<file path="src/rtl/rs_chan_array_if.sv">
// ---------------------------------------------------------------------------
// rs_chan_array_if
// Handshake/data bundle for rs_chan_array: per-channel valid/ready pairs on
// the upstream (in_*) and downstream (out_*) sides, with channel data packed
// as channel i at bits [i*DW +: DW].
//   master : the side that sources upstream data and sinks downstream data
//            (drives in_vld, in_data, out_rdy).
//   slave  : the buffer array itself (drives in_rdy, out_vld, out_data).
// ---------------------------------------------------------------------------
interface rs_chan_array_if #(
  parameter int CH = 2,
  parameter int DW = 32
);
  logic [CH-1:0]    in_vld;
  logic [CH-1:0]    in_rdy;
  logic [CH*DW-1:0] in_data;
  logic [CH-1:0]    out_vld;
  logic [CH-1:0]    out_rdy;
  logic [CH*DW-1:0] out_data;

  modport master (
    output in_vld, in_data, out_rdy,
    input  in_rdy, out_vld, out_data
  );

  modport slave (
    input  in_vld, in_data, out_rdy,
    output in_rdy, out_vld, out_data
  );
endinterface

</file>
<file path="src/rtl/rs_chan_array.sv">
// ---------------------------------------------------------------------------
// rs_chan_array
// Array of CH independent register slices with per-channel transfer counters.
//   MODE 0 : 2-entry skid buffer, one transfer per cycle sustained.
//   MODE 1 : 1-entry slice, at most one transfer every two cycles.
// in_rdy and out_vld come straight from flops; there is no combinational
// path from any input to any output.
// Ports:
//   clk      : clock, rising edge
//   rst      : synchronous active-high reset (clears buffers, data, counters)
//   bus      : rs_chan_array_if.slave handshake/data bundle
//   cnt_clr  : zeroes every transfer counter on the next edge
//   xfer_cnt : per-channel saturating count of output transfers (CH*CNT_W)
//   occ      : per-channel buffer occupancy 0..2 (CH*2)
// ---------------------------------------------------------------------------
module rs_chan_array #(
  parameter int CH    = 2,
  parameter int DW    = 32,
  parameter int MODE  = 0,
  parameter int CNT_W = 16
) (
  input  logic                clk,
  input  logic                rst,
  rs_chan_array_if.slave      bus,
  input  logic                cnt_clr,
  output logic [CH*CNT_W-1:0] xfer_cnt,
  output logic [CH*2-1:0]     occ
);

  // Saturating increment: holds at all-ones instead of wrapping.
  function automatic logic [CNT_W-1:0] sat_inc(input logic [CNT_W-1:0] v);
    return (&v) ? v : v + {{(CNT_W-1){1'b0}}, 1'b1};
  endfunction

  for (genvar g = 0; g < CH; g++) begin : g_ch
    logic [DW-1:0]    r_d0;       // head entry, drives out_data
    logic [DW-1:0]    r_d1;       // skid entry (MODE 0 only)
    logic [1:0]       r_occ;
    logic [1:0]       w_occ_nxt;
    logic             r_in_rdy;
    logic             r_out_vld;
    logic [CNT_W-1:0] r_cnt;
    logic             w_push;
    logic             w_pop;
    logic [DW-1:0]    w_in;

    assign w_in   = bus.in_data[g*DW +: DW];
    assign w_push = bus.in_vld[g] & r_in_rdy;
    assign w_pop  = bus.out_rdy[g] & r_out_vld;

    always_comb begin
      w_occ_nxt = r_occ;
      if (w_push && !w_pop)
        w_occ_nxt = r_occ + 2'd1;
      else if (!w_push && w_pop)
        w_occ_nxt = r_occ - 2'd1;
    end

    // Stage boundary: buffer entries, flag flops and counter.
    // Ready/valid are registered from the next occupancy so they are flop
    // outputs yet already reflect this edge's push/pop.
    always_ff @(posedge clk) begin
      if (rst) begin
        r_d0      <= '0;
        r_d1      <= '0;
        r_occ     <= 2'd0;
        r_in_rdy  <= 1'b0;
        r_out_vld <= 1'b0;
        r_cnt     <= '0;
      end else begin
        r_occ     <= w_occ_nxt;
        r_out_vld <= (w_occ_nxt != 2'd0);
        r_in_rdy  <= (MODE == 0) ? (w_occ_nxt != 2'd2) : (w_occ_nxt == 2'd0);

        // Head loads new data when empty, or when the single held entry
        // leaves in the same cycle; otherwise it advances from the skid.
        if (w_push && ((r_occ == 2'd0) || ((r_occ == 2'd1) && w_pop)))
          r_d0 <= w_in;
        else if (w_pop && (r_occ == 2'd2))
          r_d0 <= r_d1;

        if (w_push && (r_occ == 2'd1) && !w_pop)
          r_d1 <= w_in;

        // Clear wins over a same-cycle increment.
        if (cnt_clr)
          r_cnt <= '0;
        else if (w_pop)
          r_cnt <= sat_inc(r_cnt);
      end
    end

    assign bus.in_rdy[g]               = r_in_rdy;
    assign bus.out_vld[g]              = r_out_vld;
    assign bus.out_data[g*DW +: DW]    = r_d0;
    assign xfer_cnt[g*CNT_W +: CNT_W]  = r_cnt;
    assign occ[g*2 +: 2]               = r_occ;
  end

endmodule

</file>
<file path="src/flat_wrapper.sv">
// flat-port wrapper written by rule: the top's interface ports become plain ports
module rs_chan_array_flat 
#(
  parameter int CH    = 2,
  parameter int DW    = 32,
  parameter int MODE  = 0,
  parameter int CNT_W = 16
)
  (clk, rst, cnt_clr, xfer_cnt, occ, bus_in_vld, bus_in_data, bus_out_rdy, bus_in_rdy, bus_out_vld, bus_out_data);
  rs_chan_array_if #(.CH(CH), .DW(DW)) bus_i ();
  input  logic clk;
  input  logic rst;
  input  logic cnt_clr;
  output logic [CH*CNT_W-1:0] xfer_cnt;
  output logic [CH*2-1:0] occ;
  input wire logic [$bits(bus_i.in_vld)-1:0] bus_in_vld;
  input wire logic [$bits(bus_i.in_data)-1:0] bus_in_data;
  input wire logic [$bits(bus_i.out_rdy)-1:0] bus_out_rdy;
  output wire logic [$bits(bus_i.in_rdy)-1:0] bus_in_rdy;
  output wire logic [$bits(bus_i.out_vld)-1:0] bus_out_vld;
  output wire logic [$bits(bus_i.out_data)-1:0] bus_out_data;
  assign bus_i.in_vld = bus_in_vld;
  assign bus_i.in_data = bus_in_data;
  assign bus_i.out_rdy = bus_out_rdy;
  assign bus_in_rdy = bus_i.in_rdy;
  assign bus_out_vld = bus_i.out_vld;
  assign bus_out_data = bus_i.out_data;
  rs_chan_array #(.CH(CH), .DW(DW), .MODE(MODE), .CNT_W(CNT_W)) u_core (.clk(clk), .rst(rst), .bus(bus_i), .cnt_clr(cnt_clr), .xfer_cnt(xfer_cnt), .occ(occ));
endmodule
</file>
<file path="config.mk">
export PLATFORM = sky130hd
export DESIGN_NAME = rs_chan_array_flat
export DESIGN_NICKNAME = d
export VERILOG_FILES = /design/src/rtl/rs_chan_array_if.sv /design/src/rtl/rs_chan_array.sv /design/src/flat_wrapper.sv
export SDC_FILE = /design/constraint.sdc
export NUM_CORES = 1
export LEC_CHECK = 0
export CAP_MARGIN = 15
export CORE_MARGIN = 2
export CORE_UTILIZATION = 45
export DETAILED_ROUTE_END_ITERATION = 7
export PLACE_DENSITY = 0.74
export SLEW_MARGIN = 20
export SYNTH_ARGS = -nofsm -noshare
export SYNTH_HDL_FRONTEND = slang
export SYNTH_SLANG_ARGS = --single-unit
</file>
<file path="constraint.sdc">
create_clock -name clk -period 2.1 [get_ports clk]
set_clock_uncertainty 0.2 [all_clocks]
set_input_delay 0.315 -clock clk [delete_from_list [all_inputs] [get_ports clk]]
set_output_delay 0.315 -clock clk [all_outputs]
set_load 0.02 [all_outputs]
</file>
# == Word-level counts from Yosys, hierarchy flattened ==
# Cells that the tools add are included.
# classes
mux,8
order_cmp,0
mul,0
addsub,6
n_reduce_logical,31
eq_ne,6
n_shift,0
div,0
bitwise,6
# ops
operator,n
32-bit 2-to-1 mux,4
"16-bit by 1-bit adder with 16-bit output, second input constant",2
16-bit AND reduction,2
1-bit logical AND,14
2-bit 2-to-1 mux,4
2-bit nonzero test,4
"2-bit by 1-bit adder with 2-bit output, second input constant",2
1-bit bitwise AND,4
"2-bit by 1-bit == test with 1-bit output, second input constant",2
"2-bit == test, second input constant",2
1-bit zero test,4
2-bit zero test,2
"2-bit != test, second input constant",2
2-bit AND reduction,2
"2-bit by 1-bit subtractor with 2-bit output, second input constant",2
1-bit logical OR,2
1-bit NOT,2
2-bit OR reduction,1
# word_totals
mem_bits_ro,0
wordCells,69
inputBits,71
latchBits,0
regBits,168
output_inout_bits,104
memories,0
ram_bits,0

# == Longest topological paths before layout ==
# depth
ltp_word,6
depth_mapped,8
depth_no_buf,6

# == Worst setup path after synthesis ==
# Ideal clock, no wire load.
# synth_path
path_kind,register to register
from,register u_core.g_ch[1].r_occ[1]
to,register u_core.g_ch[1].r_d0[10]
synth_period_minus_slack_ns,2.171
path_stages_with_launch,8
required_time_ns,1.809
arrival_time_ns,1.880
n_path_buf,1
setup_ns,0.091
slack_ns,-0.071
path_cell_list,dfxtp_1 > inv_1 > ha_1 > and3_1 > o21ai_1 > clkbuf_1 > nor2_1 > a311oi_1
# synth_between
elab_chain_len,5
word_cells_on_any_way,9
classes_between,eq/ne (2); mux (1); reduce/logical (6)
# synth_rtl
element,line,source
start: declaration,rs_chan_array.sv:38,logic [1:0] r_occ;
start signal: assignment,rs_chan_array.sv:71,r_occ <= w_occ_nxt;
2-bit by 1-bit == test with 1-bit output,rs_chan_array.sv:77,if (w_push && ((r_occ == 2'd0) || ((r_occ == 2'd1) && w_pop)))
1-bit logical AND,rs_chan_array.sv:77,
1-bit logical OR,rs_chan_array.sv:77,
1-bit logical AND,rs_chan_array.sv:77,
32-bit 2-to-1 mux or 2-bit nonzero test (tied branches),n/a,
end signal: assignment,rs_chan_array.sv:78,r_d0 <= w_in;
end signal: assignment,rs_chan_array.sv:80,r_d0 <= r_d1;
end: declaration,rs_chan_array.sv:36,logic [DW-1:0] r_d0;
# Several ways; a longest one is shown, not always the timed one.
# A chain may end at the register's enable or synchronous reset.

# == Final worst setup path ==
# layout_path
from,register u_core.g_ch[1].r_cnt[5]
to,output xfer_cnt[21]
# layout_lines
element,line,source
start: declaration,rs_chan_array.sv:42,logic [CNT_W-1:0] r_cnt;
start signal: assignment,rs_chan_array.sv:89,r_cnt <= sat_inc(r_cnt);
end: declaration,flat_wrapper.sv:14,output logic [CH*CNT_W-1:0] xfer_cnt;
# No word-level cell between the ends.

==> metrics.md <==
| Metric | Value |
|---|---|
| Status | completed |
| Std cell rows | 46 |
| Worst-Margin Slew | 0.587 ns |
| Grt total ovfl | 0 |
| Setup slack, reg-to-reg | 0.15 ns |
| Most used DFF post-synth | dfxtp_1 |
| Pwr per Cell Area | 1030 mW/mm^2 |
| Vias in the first global route | 6527 |
| Synth Warn # | 0 |
| Slowest-stage cell, CP | clkdlybuf4s50_1 |
| Antenna fix cells | 0 |
| Crit path largest cell delay | 0.67 ns |
| First DRT Iteration DRCs | 457 |
| WL per Instance | 15.2 um |
| Core area | 0.0157 mm^2 |
| Leak Pwr | 3.46 nW |
| Worst hold path endpoint | u_core.g_ch[1].r_d1[11] |
| Met2 routed WL | 9.53 mm |
| Final setup TNS | 0 ns |
| #FFs+latches synth | 168 |
| Clock Pin Slew Worst Setup and Hold Paths | 0.06 ns |
| Post-route ant nets | 0 |
| Final worst path period share | 0.967 |
| Via density | 5.50 |
| Most frequent cells in the layout | 213 x nand2_1, 168 x clkdlybuf4s50_1, 167 x dfxtp_1, 92 x a21oi_1, 76 x nand3_1 |
| Cell area after synthesis | 0.00717 mm^2 |
| Crit path cell chain | clkdlybuf4s50_1 |
| Starting density of the core | 0.456 |
| Hold_sp | u_core.g_ch[1].r_d1[11] |
| Commonest non-fill, non-tap cell in the layout | nand2_1 |
| Chip Height | 130 um |
| H-tree Lvls | 4 |
| Endpoints failing setup | 0 |
| # IOs | 175 |
| Worst skew pair latency | 0.43 ns |
| Number of synthesized flops with an enable pin | 0 |
| FFs w/ async S/R, synth | 0 |
| Hold Path Cell Cnt | 2 |
| WL met1 | 8.60 mm |
| GP Congestion | 0.777 |
| Worst hold path type | flip-flop to flip-flop |
| Final hold violation count | 0 |
| Syn_nets | 976 |
| Arrival time worst endpoint | 1.52 ns |
| TritonCTS Buffers | 17 |
| Yosys cell types | 43 |
| Layout cells sized above 1 | 0.0846 |
| 1st-pass router iterations | 8 |
| Global router's overall resource usage | 0.231 |
| Avg Cell Area, Syn | 7.99 um^2 |
| Worst slew margin | 0.606 |
| Routed WL | 19.6 mm |
| Cells after synthesis | 897 |
| Post-DP HPWL | 13.0 mm |
| Sinks on Clock Net | 168 |
| Die area | 0.0170 mm^2 |
| Crit path buffers/inverters | 1 |
| Die W | 130 um |
| CTS tree | built |
| Clock tree buffer depth | 2 |
| WS Path Type | flip-flop to primary output |
| Min Tclk post-route | 2.03 ns |
| Vias post-DR | 7110 |
| DRC | 0 |
| Max Clock Freq | 493 MHz |
| First-pass GRT wire length | 31.9 mm |
| CTS root buffer | clkbuf_16 |
| Maxcap violations | 0 |
| Largest net degree at the start of global routing | 74 |
| Reg-to-reg endpoint | u_core.g_ch[1].r_d0[24] |
| Sequential fraction of the synthesis area | 0.469 |
| Port bufs | 174 |
| Final total power | 0.0103 W |
| Critical path capture point type | primary output |
| Initial antenna violation count | 0 |
| Nets | 1142 |
| CP delay by family, top | buffers and inverters |
| Layout area overhead | 39.6% |
| RSZ-0062 raised after global routing | false |
| Startpoint types | flip-flop |
| Worst reg2reg path startpoint | u_core.g_ch[1].r_occ[1] |
| Metal3 WL | 1.24 mm |
| Highest routed layer | met4 |
| Critical Path RT | 1.58 ns |
| Maximum vdd drop | 642 uV |
| FF-to-FF path depth | 7 |
| CP Max Fanout | 7 |
| Slew Viols, Final | 0 |
## kinds of logic (layout without fill, tap and decap cells)
logic type / count (synthesis) / in the layout / share of synthesized area
buf+inv: 83 / 262 / 0.0470
xor+xnor: 4 / 4 / 0.00873
simple gates: 430 / 430 / 0.272
fa+ha+maj: 10 / 10 / 0.0168
compound gates: 202 / 202 / 0.187
flops: 168 / 168 / 0.469
## metrics by stage
step | setup slack (ns) | area, um^2 | std cells | utilization | hold slack (ns)
after global routing | 0.000655 | 10000 | 1292 | 0.637 | 0.269
after floorplan | -0.00475 | 7170 | 897 | - | 0.237
after detailed placement | -0.148 | 9380 | 1258 | 0.597 | 0.247
after CTS | 0.0188 | 9990 | 1291 | 0.636 | 0.254
after global placement | -0.106 | 9380 | 1258 | 0.597 | 0.242
final | 0.0698 | 10000 | 1292 | 0.637 | 0.255
## cell type report
class / instances / area, um^2
fill: 1358 / 5710
multi-input combinational: 646 / 3480
sequential: 168 / 3360
timing repair buffer: 224 / 2260
clock buffer: 20 / 437
tap: 216 / 270
clock inverter: 12 / 165
inverter: 6 / 22.5
## worst max-delay path by stage
stage	startpoint	to	slack, ns	cells past startpoint
detailed placement	bus_out_rdy[1]	u_core.g_ch[1].r_cnt[9]	-0.15	5
floorplan	u_core.g_ch[0].r_occ[0]	u_core.g_ch[0].r_d0[10]	-0.005	8
finish	u_core.g_ch[1].r_cnt[5]	xfer_cnt[21]	0.07	1
CTS	u_core.g_ch[0].r_cnt[2]	xfer_cnt[2]	0.02	2
global placement	bus_out_rdy[1]	u_core.g_ch[1].r_out_vld	-0.11	6
global route	u_core.g_ch[1].r_cnt[5]	xfer_cnt[21]	0.0007	1
## registers in the layout, indices dropped and copies added, names as in the netlist
name	count
u_core.g_ch.r_d0	64
u_core.g_ch.r_d1	64
u_core.g_ch.r_cnt	32
u_core.g_ch.r_occ	4
u_core.g_ch.r_in_rdy	2
u_core.g_ch.r_out_vld	2
## power by group
part,internal (W),switching (W)
Clock,0.00189,0.00132
Combinational,0.00143,0.00175
Sequential,0.00363,0.000282
Total,0.00695,0.00334
## layer usage
layer,track usage,vias up
met3,0.0525,19
met4,0.0658,0
met1,0.301,3366
li1,-,3525
met5,0,-
met2,0.385,200
## synthesized netlist by cell type, drive strengths merged (3+ instances only)
library cell,n,share of area
or3,10,0.0087
clkbuf,62,0.032
o21ai,14,0.0098
dfxtp,168,0.47
and3,6,0.0052
a21oi,92,0.064
nand4,11,0.013
or4,12,0.013
nand3,76,0.053
ha,8,0.014
nand2,213,0.11
and2,4,0.0035
nor4,9,0.011
nor3b,3,0.0031
o211ai,6,0.0063
o31ai,12,0.013
nor2,70,0.037
buf,15,0.011
or2,5,0.0044
inv,6,0.0031
nor3,7,0.0049
a311oi,65,0.079
## repair_timing
| item | CTS | global route |
|---|---|---|
| resized for setup | 1 | 5 |
| hold buffers | 1 | 0 |
| setup buffers | 0 | 1 |
| endpoints found under the setup margin | 1 | 9 |
| endpoints found under the hold margin | 6 | 0 |
No activity file was read; power rests on OpenSTA's default activity.
